===== config.mk =====
export PLATFORM = sky130hd
export DESIGN_NAME = uart_tx_arbiter
export DESIGN_NICKNAME = d
export VERILOG_FILES = /design/src/rtl/uart_tx_arbiter.sv
export SDC_FILE = /design/constraint.sdc
export NUM_CORES = 1
export LEC_CHECK = 0
export ABC_AREA = 1
export CAP_MARGIN = 20
export CORE_MARGIN = 5
export CORE_UTILIZATION = 41
export DETAILED_ROUTE_END_ITERATION = 6
export GPL_TIMING_DRIVEN = 0
export PLACE_DENSITY = 0.82
export SLEW_MARGIN = 20
export SYNTH_ARGS = -nofsm -noshare
export SYNTH_HDL_FRONTEND = slang
export SYNTH_SLANG_ARGS = --single-unit
export TNS_END_PERCENT = 5

===== constraint.sdc =====
create_clock -name clk -period 2.52 [get_ports clk]
set_input_delay 0.504 -clock clk [delete_from_list [all_inputs] [get_ports clk]]
set_output_delay 0.504 -clock clk [all_outputs]
set_load 0.01 [all_outputs]

===== src/rtl/uart_tx_arbiter.sv =====
// +----------------------------------------------------------------------------+
// | uart_tx_arbiter : round-robin arbiter feeding one UART transmitter         |
// | Rev 1.0                                                                    |
// +----------------------------------------------------------------------------+
`default_nettype none

module uart_tx_arbiter #(
    parameter int NUM_REQ     = 4,
    parameter int BIT_MAX     = 8,
    parameter int ACC_TIMEOUT = 16,
    parameter int GAP_CYCLES  = 0
) (
    input  logic                       clk,
    input  logic                       rst,
    input  logic [NUM_REQ-1:0]         req,
    input  logic [NUM_REQ*BIT_MAX-1:0] req_data,
    output logic [NUM_REQ-1:0]         grant,
    output logic [BIT_MAX-1:0]         tx_data,
    output logic                       tx_start,
    input  logic                       tx_ready,
    output logic                       busy,
    output logic                       err,
    output logic [15:0]                frame_cnt
);

    localparam int PTR_W = $clog2(NUM_REQ);
    localparam int ACC_W = (ACC_TIMEOUT > 1) ? $clog2(ACC_TIMEOUT) : 1;
    localparam int GAP_W = (GAP_CYCLES > 1) ? $clog2(GAP_CYCLES) : 1;
    localparam logic [PTR_W:0]   C_NUM      = (PTR_W+1)'(NUM_REQ);
    localparam logic [PTR_W:0]   C_ONE      = (PTR_W+1)'(1);
    localparam logic [ACC_W-1:0] C_ACC_LAST = ACC_W'(ACC_TIMEOUT - 1);
    localparam logic [GAP_W-1:0] C_GAP_LAST = GAP_W'(GAP_CYCLES - 1);

    typedef enum logic [1:0] {
        S_IDLE      = 2'd0,
        S_WAIT_ACC  = 2'd1,
        S_WAIT_DONE = 2'd2,
        S_GAP       = 2'd3
    } state_t;

    state_t               r_state, w_state_nxt;
    logic [PTR_W-1:0]     r_ptr, w_ptr_nxt;
    logic [NUM_REQ-1:0]   r_grant, w_grant_nxt;
    logic [BIT_MAX-1:0]   r_tx_data, w_tx_data_nxt;
    logic                 r_tx_start, w_tx_start_nxt;
    logic                 r_busy;
    logic                 r_err, w_err_nxt;
    logic [15:0]          r_frame_cnt;
    logic                 w_frame_inc;
    logic [ACC_W-1:0]     r_acc_cnt, w_acc_cnt_nxt;
    logic [GAP_W-1:0]     r_gap_cnt, w_gap_cnt_nxt;

    logic [2*NUM_REQ-1:0] w_req2;
    logic [NUM_REQ-1:0]   w_rot;
    logic [PTR_W-1:0]     w_off;
    logic [PTR_W:0]       w_sum;
    logic [PTR_W-1:0]     w_winner;
    logic [PTR_W-1:0]     w_ptr_after;
    logic [NUM_REQ-1:0]   w_onehot;
    logic [BIT_MAX-1:0]   w_sel;

    // Rotate requests so bit 0 is the requester at ptr, then take the lowest set bit.
    always_comb begin
        w_req2 = {req, req};
        w_rot  = NUM_REQ'(w_req2 >> r_ptr);
        w_off  = '0;
        for (int k = NUM_REQ - 1; k >= 0; k--) begin
            if (w_rot[k]) w_off = PTR_W'(k);
        end
        w_sum       = {1'b0, r_ptr} + {1'b0, w_off};
        w_winner    = PTR_W'((w_sum >= C_NUM) ? (w_sum - C_NUM) : w_sum);
        w_ptr_after = (({1'b0, w_winner} + C_ONE) >= C_NUM) ? '0 : (w_winner + PTR_W'(1));
        w_onehot           = '0;
        w_onehot[w_winner] = 1'b1;
        w_sel = '0;
        for (int i = 0; i < NUM_REQ; i++) begin
            if (w_onehot[i]) w_sel = req_data[i*BIT_MAX +: BIT_MAX];
        end
    end

    always_comb begin
        w_state_nxt    = r_state;
        w_ptr_nxt      = r_ptr;
        w_grant_nxt    = '0;
        w_tx_data_nxt  = r_tx_data;
        w_tx_start_nxt = r_tx_start;
        w_err_nxt      = 1'b0;
        w_acc_cnt_nxt  = r_acc_cnt;
        w_gap_cnt_nxt  = r_gap_cnt;
        w_frame_inc    = 1'b0;
        case (r_state)
            S_IDLE: begin
                if (tx_ready && (req != '0)) begin
                    w_grant_nxt    = w_onehot;
                    w_tx_data_nxt  = w_sel;
                    w_tx_start_nxt = 1'b1;
                    w_ptr_nxt      = w_ptr_after;
                    w_acc_cnt_nxt  = '0;
                    w_state_nxt    = S_WAIT_ACC;
                end
            end
            S_WAIT_ACC: begin
                if (!tx_ready) begin
                    w_tx_start_nxt = 1'b0;
                    w_state_nxt    = S_WAIT_DONE;
                end else if (r_acc_cnt == C_ACC_LAST) begin
                    // Transmitter never went busy: give up, keep the advanced ptr.
                    w_err_nxt      = 1'b1;
                    w_tx_start_nxt = 1'b0;
                    w_state_nxt    = S_IDLE;
                end else begin
                    w_acc_cnt_nxt = r_acc_cnt + ACC_W'(1);
                end
            end
            S_WAIT_DONE: begin
                if (tx_ready) begin
                    w_frame_inc = 1'b1;
                    if (GAP_CYCLES > 0) begin
                        w_gap_cnt_nxt = '0;
                        w_state_nxt   = S_GAP;
                    end else begin
                        w_state_nxt = S_IDLE;
                    end
                end
            end
            S_GAP: begin
                if (r_gap_cnt == C_GAP_LAST) w_state_nxt = S_IDLE;
                else                         w_gap_cnt_nxt = r_gap_cnt + GAP_W'(1);
            end
            default: w_state_nxt = S_IDLE;
        endcase
    end

    always_ff @(posedge clk) begin
        if (!rst) begin
            r_state     <= S_IDLE;
            r_ptr       <= '0;
            r_grant     <= '0;
            r_tx_data   <= '0;
            r_tx_start  <= 1'b0;
            r_busy      <= 1'b0;
            r_err       <= 1'b0;
            r_frame_cnt <= 16'd0;
            r_acc_cnt   <= '0;
            r_gap_cnt   <= '0;
        end else begin
            r_state    <= w_state_nxt;
            r_ptr      <= w_ptr_nxt;
            r_grant    <= w_grant_nxt;
            r_tx_data  <= w_tx_data_nxt;
            r_tx_start <= w_tx_start_nxt;
            r_busy     <= (w_state_nxt != S_IDLE);
            r_err      <= w_err_nxt;
            r_acc_cnt  <= w_acc_cnt_nxt;
            r_gap_cnt  <= w_gap_cnt_nxt;
            if (w_frame_inc) r_frame_cnt <= r_frame_cnt + 16'd1;
        end
    end

    assign grant     = r_grant;
    assign tx_data   = r_tx_data;
    assign tx_start  = r_tx_start;
    assign busy      = r_busy;
    assign err       = r_err;
    assign frame_cnt = r_frame_cnt;

endmodule

`default_nettype wire


## Word level (Yosys, flattened, before mapping)

Cells that the tools add are included.

- Mux-type cells: 30
- $lt $le $gt $ge: 4
- $add $sub $neg: 7
- Equal/unequal tests: 8
- Shift operators: 1
- Reduce and logical (&&, ||, !) cells: 11

Operators with widths:

| cell | count |
|---|---|
| 8-bit two-way mux | 4 |
| 2-bit two-way mux | 11 |
| 16-bit by 1-bit adder with 16-bit output (second input constant) | 1 |
| 4-bit two-way mux | 3 |
| 3-bit AND reduction | 3 |
| 1-bit two-way mux | 8 |
| 2-bit case mux with 4 select lines | 1 |
| 4-bit case mux with 2 select lines | 1 |
| 8-bit by 2-bit >> shifter with 4-bit output | 1 |
| 3-bit greater-or-equal comparator (second input constant) | 2 |
| 2-bit inequality test (second input constant) | 3 |
| 4-bit by 1-bit adder with 4-bit output (second input constant) | 1 |
| 2-bit == test (second input constant) | 2 |
| 4-bit == test (second input constant) | 1 |
| 4-bit AND reduction | 1 |
| 2-bit nonzero test | 2 |
| 4-bit nonzero test | 1 |
| 2-bit by 1-bit adder with 3-bit output (second input constant) | 1 |
| 2-bit by 2-bit adder with 3-bit output | 1 |
| 2-bit by 3-bit < comparator with 1-bit output (second input constant) | 1 |
| 3-bit inequality test (second input constant) | 1 |
| 2-bit by 1-bit adder with 2-bit output (second input constant) | 1 |
| 1-bit demux with 2-bit select | 1 |
| 2-bit by 1-bit == test with 1-bit output (second input constant) | 1 |
| 7 further kinds | 8 |

- Logic and storage cells: 71
- Input bits: 39
- Flip-flop bits (word level): 40

## Depth between registers and ports, before layout

- Depth after elaboration: 16
- Depth in mapped cells: 20

## Worst setup path before layout

OpenSTA, ideal clock, no wires.

- Path type: register to register
- Start point: register r_ptr[1]
- End point: register r_tx_data[0], in the netlist tx_data[0]
- Path buffers: 2
- Period minus slack after synthesis: 2.633 ns
- Setup time: 0.058 ns
- Slack: -0.113 ns
- Arrival: 2.575 ns
- Stages on the path, launching flop included: 21
- Cells stage by stage: dfxtp_1 -> clkbuf_1 -> inv_1 -> nand3_1 -> nand2_1 -> o211ai_1 -> a21boi_0 -> ha_1 -> xor2_1 -> nand3b_1 -> nand2_1 -> inv_1 -> ha_1 -> buf_2 -> nor2_1 -> nand2_1 -> nand2_1 -> o21ai_0 -> nand2_1 -> o211ai_1 -> nand2_1

RTL lines:

| item | RTL line | text |
|---|---|---|
| from (decl) | 42 | `logic [PTR_W-1:0] r_ptr, w_ptr_nxt;` |
| from (signal assigned) | 148 | `r_ptr <= w_ptr_nxt;` |
| 8-bit by 2-bit >> shifter with 4-bit output | 65 | `w_rot = NUM_REQ'(w_req2 >> r_ptr);` |
| 2-bit two-way mux (4 in a row) | 68 | `if (w_rot[k]) w_off = PTR_W'(k);` |
| 2-bit by 2-bit adder with 3-bit output (*) | 70 | `w_sum = {1'b0, r_ptr} + {1'b0, w_off};` |
| 3-bit greater-or-equal comparator / 2-bit by 1-bit subtractor with 2-bit output (equally long branches) | 71 | `w_winner = PTR_W'((w_sum >= C_NUM) ? (w_sum - C_NUM) : w_sum);` |
| 2-bit two-way mux (*) | 71 |  |
| 2-bit by 3-bit < comparator with 1-bit output (not written as such) / 2-bit by 1-bit greater-or-equal comparator with 1-bit output (equally long branches) | 74 | `w_onehot[w_winner] = 1'b1;` |
| 1-bit logical AND (not written as such) | 74 |  |
| 1-bit two-way mux (not written as such) | 74 |  |
| 1-bit demux with 2-bit select (*) | 74 |  |
| net w_onehot[1] | 59 | `logic [NUM_REQ-1:0] w_onehot;` |
| 8-bit two-way mux (*) (3 in a row) | 77 | `if (w_onehot[i]) w_sel = req_data[i*BIT_MAX +: BIT_MAX];` |
| to (signal assigned) | 150 | `r_tx_data <= w_tx_data_nxt;` |
| to (decl) | 44 | `logic [BIT_MAX-1:0] r_tx_data, w_tx_data_nxt;` |

Mark *: on every way through the listed nets, which the timed path passes. The rest lies on a longest branch.
A chain may end at the register's enable or synchronous reset.

## Final worst setup path

- Start point: register r_ptr[0]
- End point: register r_tx_data[0], in the netlist tx_data[0]

RTL lines:

| item | RTL line |
|---|---|
| 8-bit by 2-bit >> shifter with 4-bit output | 65 |
| 2-bit two-way mux (4 in a row) | 68 |
| 2-bit by 2-bit adder with 3-bit output (*) | 70 |
| 3-bit greater-or-equal comparator / 2-bit by 1-bit subtractor with 2-bit output (equally long branches) | 71 |
| 2-bit two-way mux (*) | 71 |
| 2-bit by 3-bit < comparator with 1-bit output (not written as such) / 2-bit by 1-bit greater-or-equal comparator with 1-bit output (equally long branches) | 74 |
| 1-bit logical AND (not written as such) | 74 |
| 1-bit two-way mux (not written as such) | 74 |
| 1-bit demux with 2-bit select (*) | 74 |
| net w_onehot[2] | 59 |
| 8-bit two-way mux (*) (2 in a row) | 77 |

Marked as above.

==> run_results.csv <==
group,metric,value,unit
timing,relSlewSlack,72.22,%
clocking,path_clk_slew,0.07,ns
worst_setup_path,cp_max_fo,6,
clocking,clock_latency,0.28,ns
worst_setup_path,crit_family,"simple AND/OR/NAND/NOR gates",
clocking,cts_root_buf,"clkbuf_8",
timing,worst_slack,-0.01271,ns
drt,drt_pre_antenna_iters,4,
power,p_leak,1.280,nW
status,status,"finished, violations left",
timing,rsz0062_at_grt,"true",
status,violations,"negative setup slack",
worst_setup_path,cp_num_buf_inv,4,
die,die_w,81.60,microns
synth,syn_nets,359,
synth,synth_edf_count,0,
synth,synth-async-reset-ratio,0,%
timing,holdWs,0.4527,ns
die,io_pins,70,
global_route,grt_util_all_layers,16.69,%
synth,synth.area.top_cells,"dfxtp_1 (38%), nand2_1 (16%), nor2_1 (6.6%)",
die,dieArea,6659,sq um
worst_setup_path,worstPathRequired,2.69,ns
synth,syn-cell-area,2102,sq um
job,maxCapViolations,0,
synth,synth_seq_cells,40,
clocking,cts_inserted_buffers,5,
worst_setup_path,crit_path_start_kind,"flip-flop",
die,start_util,41.69,%
power,power_density,909.6,nW/um^2
finish,num_antenna_cells,0,
drt,wirelength,5632,microns
drt,ant_nets,0,
synth,synth_ff_type,"dfxtp_1",
finish,fillers,450,
drt,vias_per_cell,4.741,
placement,gp_congestion,0.8515,
worst_hold_path,hold_class,"flip-flop to flip-flop",
timing,clock_skew,0.006492,ns
synth,yosysUniqueCellTypes,27,
worst_setup_path,slowest_stage,"dfxtp_4",
drt,drcViolationCount,0,
timing,fin_crit,2.533,ns
synth,avgSynthCellArea,6.716,sq um
finish,nets,440,
placement,io_buffers,68,
synth,synth_common_cells,"nand2_1 (89), dfxtp_1 (40), nor2_1 (37), inv_1 (31), a21oi_1 (24)",
timing,tightest_slew,0.4166,ns
synth,yosysTopAreaCellShare,38.10,%
timing,tns,-0.01271,ns
timing,final_max_slew_viol_count,0,
global_route,grt_pass1_wl,8963,microns
clocking,cts_num_sinks,40,
placement,dp.final_hpwl,4197,microns
synth,yosysWarnings,0,
drt,dr.first_iter.drc_count,54,
clocking,cts_buffer_depth,2,
clocking,htree_num_levels,2,
drt,vias,2200,
die,num_rows,26,
die,dieHeight,81.60,microns
worst_setup_path,critical_path_arrival,2.71,ns
global_route,grt_max_degree,12,
finish,final_util,62.16,%
die,core,5042,sq um
synth,syn_inst,313,
global_route,grt_overflow,0,
timing,fmax,394.8,MHz
worst_setup_path,crit_chain,"inv_6, nand2_2, nand3_2, nand2_2, o211ai_1, a21boi_1, ha_2, xor2_2, nand3b_1, nand2_2, buf_6, ha_4, buf_6, clkinvlp_4, o21ai_1, nand2_1, o211ai_1, nand2_1",
power,ir_drop,0.0004082,V
clocking,cts_tree,"yes",
finish,synthToLayoutAreaGrowth,49.11,%
worst_setup_path,worst_path_most_repeated_cell,"nand2_2",
worst_setup_path,cp-end-kind,"flip-flop",
timing,setup_viol,1,
worst_setup_path,path_class,"flip-flop to flip-flop",
global_route,grt_pass1_vias,2141,
timing,hold_violations,0,
worst_setup_path,critPathMaxStageDelay,0.40,ns
drt,wl_per_cell,12.14,microns
finish,layout-drive-gt1-share,14.97,%
synth,synth_top_cell_by_area,"dfxtp_1",
synth,yosysMostFrequentCell,"nand2_1",
synth,yosysSeqAreaShare,38.10,%
global_route,antenna_found_initial,0,
clocking,cts-hold-fix-buffers,0,
timing,final.period_utilization,100.5,%
## power by group
part	switching [mW]	internal, mW	total, mW
clock network	0.212	0.244	0.456
logic	0.876	0.750	1.63
registers	0.0571	0.712	0.769
## what timing repair did
item | in CTS | in global routing
pin swaps | 15 | 17
resized for setup | 22 | 36
setup endpoints to repair | 10 | 9
gates cloned | 0 | 1
setup buffers | 1 | 7
## per-stage QoR
| step | power, mW | cell area, sq um | setup slack [ns] | std cells |
|---|---|---|---|---|
| floorplan | 1.601 | 2110 | 0.01961 | 313 |
| global placement | 1.939 | 2878 | -0.7916 | 451 |
| detailed placement | 1.967 | 2878 | -0.8436 | 451 |
| CTS | 2.576 | 3012 | 0.008545 | 456 |
| global route | 3.118 | 3134 | -0.2474 | 464 |
| finish | 2.851 | 3134 | -0.01271 | 464 |
## cell usage in the layout, fill, tap and decap left out, drive strengths merged
cell	instances
a21boi	1
a21oi	24
buf	10
clkbuf	12
clkdlybuf4s15	1
clkdlybuf4s50	64
clkinv	3
clkinvlp	2
dfxtp	40
ha	7
inv	31
nand2	90
nand2b	1
nand3	20
nand3b	2
nand4	4
nor2	41
nor3	5
o211ai	9
o21ai	22
o22ai	1
or2	1
xor2	3
## logic make-up after synthesis
kind of cell | synth area share (%)
and+or+nand+nor | 33.99
adders and majority gates | 4.166
DFF | 38.10
buffers and inverters | 7.678
xor gates and xnor gates | 1.250
AOI/OAI and AO/OA | 14.82
## routing by layer
layer	up-vias	global-route usage [%]	wire length (microns)
li1	1169	-	-
met4	0	4.983	72
met2	60	29.89	2762
met5	-	0	0
met3	8	5.154	373
met1	963	18.96	2424
## sequential cells by signal, indices dropped and copies added, names as in the netlist
signal and cells:
tx_start 1, r_acc_cnt 4, err 1, r_ptr 2, r_state 2, frame_cnt 16
grant 4, busy 1, tx_data 8, r_gap_cnt 1
## worst paths after layout
check / startpoint / slack (ns) / cells past startpoint / endpoint
worst max-delay path: r_ptr[0]$_SDFFE_PN0P_ / -0.01 / 18 / tx_data[0]$_SDFFE_PN0P_
worst min-delay path: tx_data[0]$_SDFFE_PN0P_ / 0.45 / 2 / tx_data[0]$_SDFFE_PN0P_
worst max register to register: r_ptr[0]$_SDFFE_PN0P_ / -0.01 / 18 / tx_data[0]$_SDFFE_PN0P_
worst min register to register: tx_data[0]$_SDFFE_PN0P_ / 0.45 / 2 / tx_data[0]$_SDFFE_PN0P_
## worst min-delay path, cell delays in order, from the launching register on
cell and delay [ns]:
dfxtp_1 0.31, nand2_1 0.06, nand2_1 0.04
## area by class of cell
class / count / area, sq um / share of cell area (%)
repair buffers: 76 / 730.7 / 23.31
flip-flops and latches: 40 / 805.8 / 25.71
clock buffers: 7 / 96.34 / 3.074
plain buffers: 4 / 18.77 / 0.5988
multi-input cells: 231 / 1247 / 39.80
inverters: 35 / 140.1 / 4.471
well taps: 70 / 87.58 / 2.794
repair inverters: 1 / 7.507 / 0.2395
No activity file was read; power rests on OpenSTA's default activity.
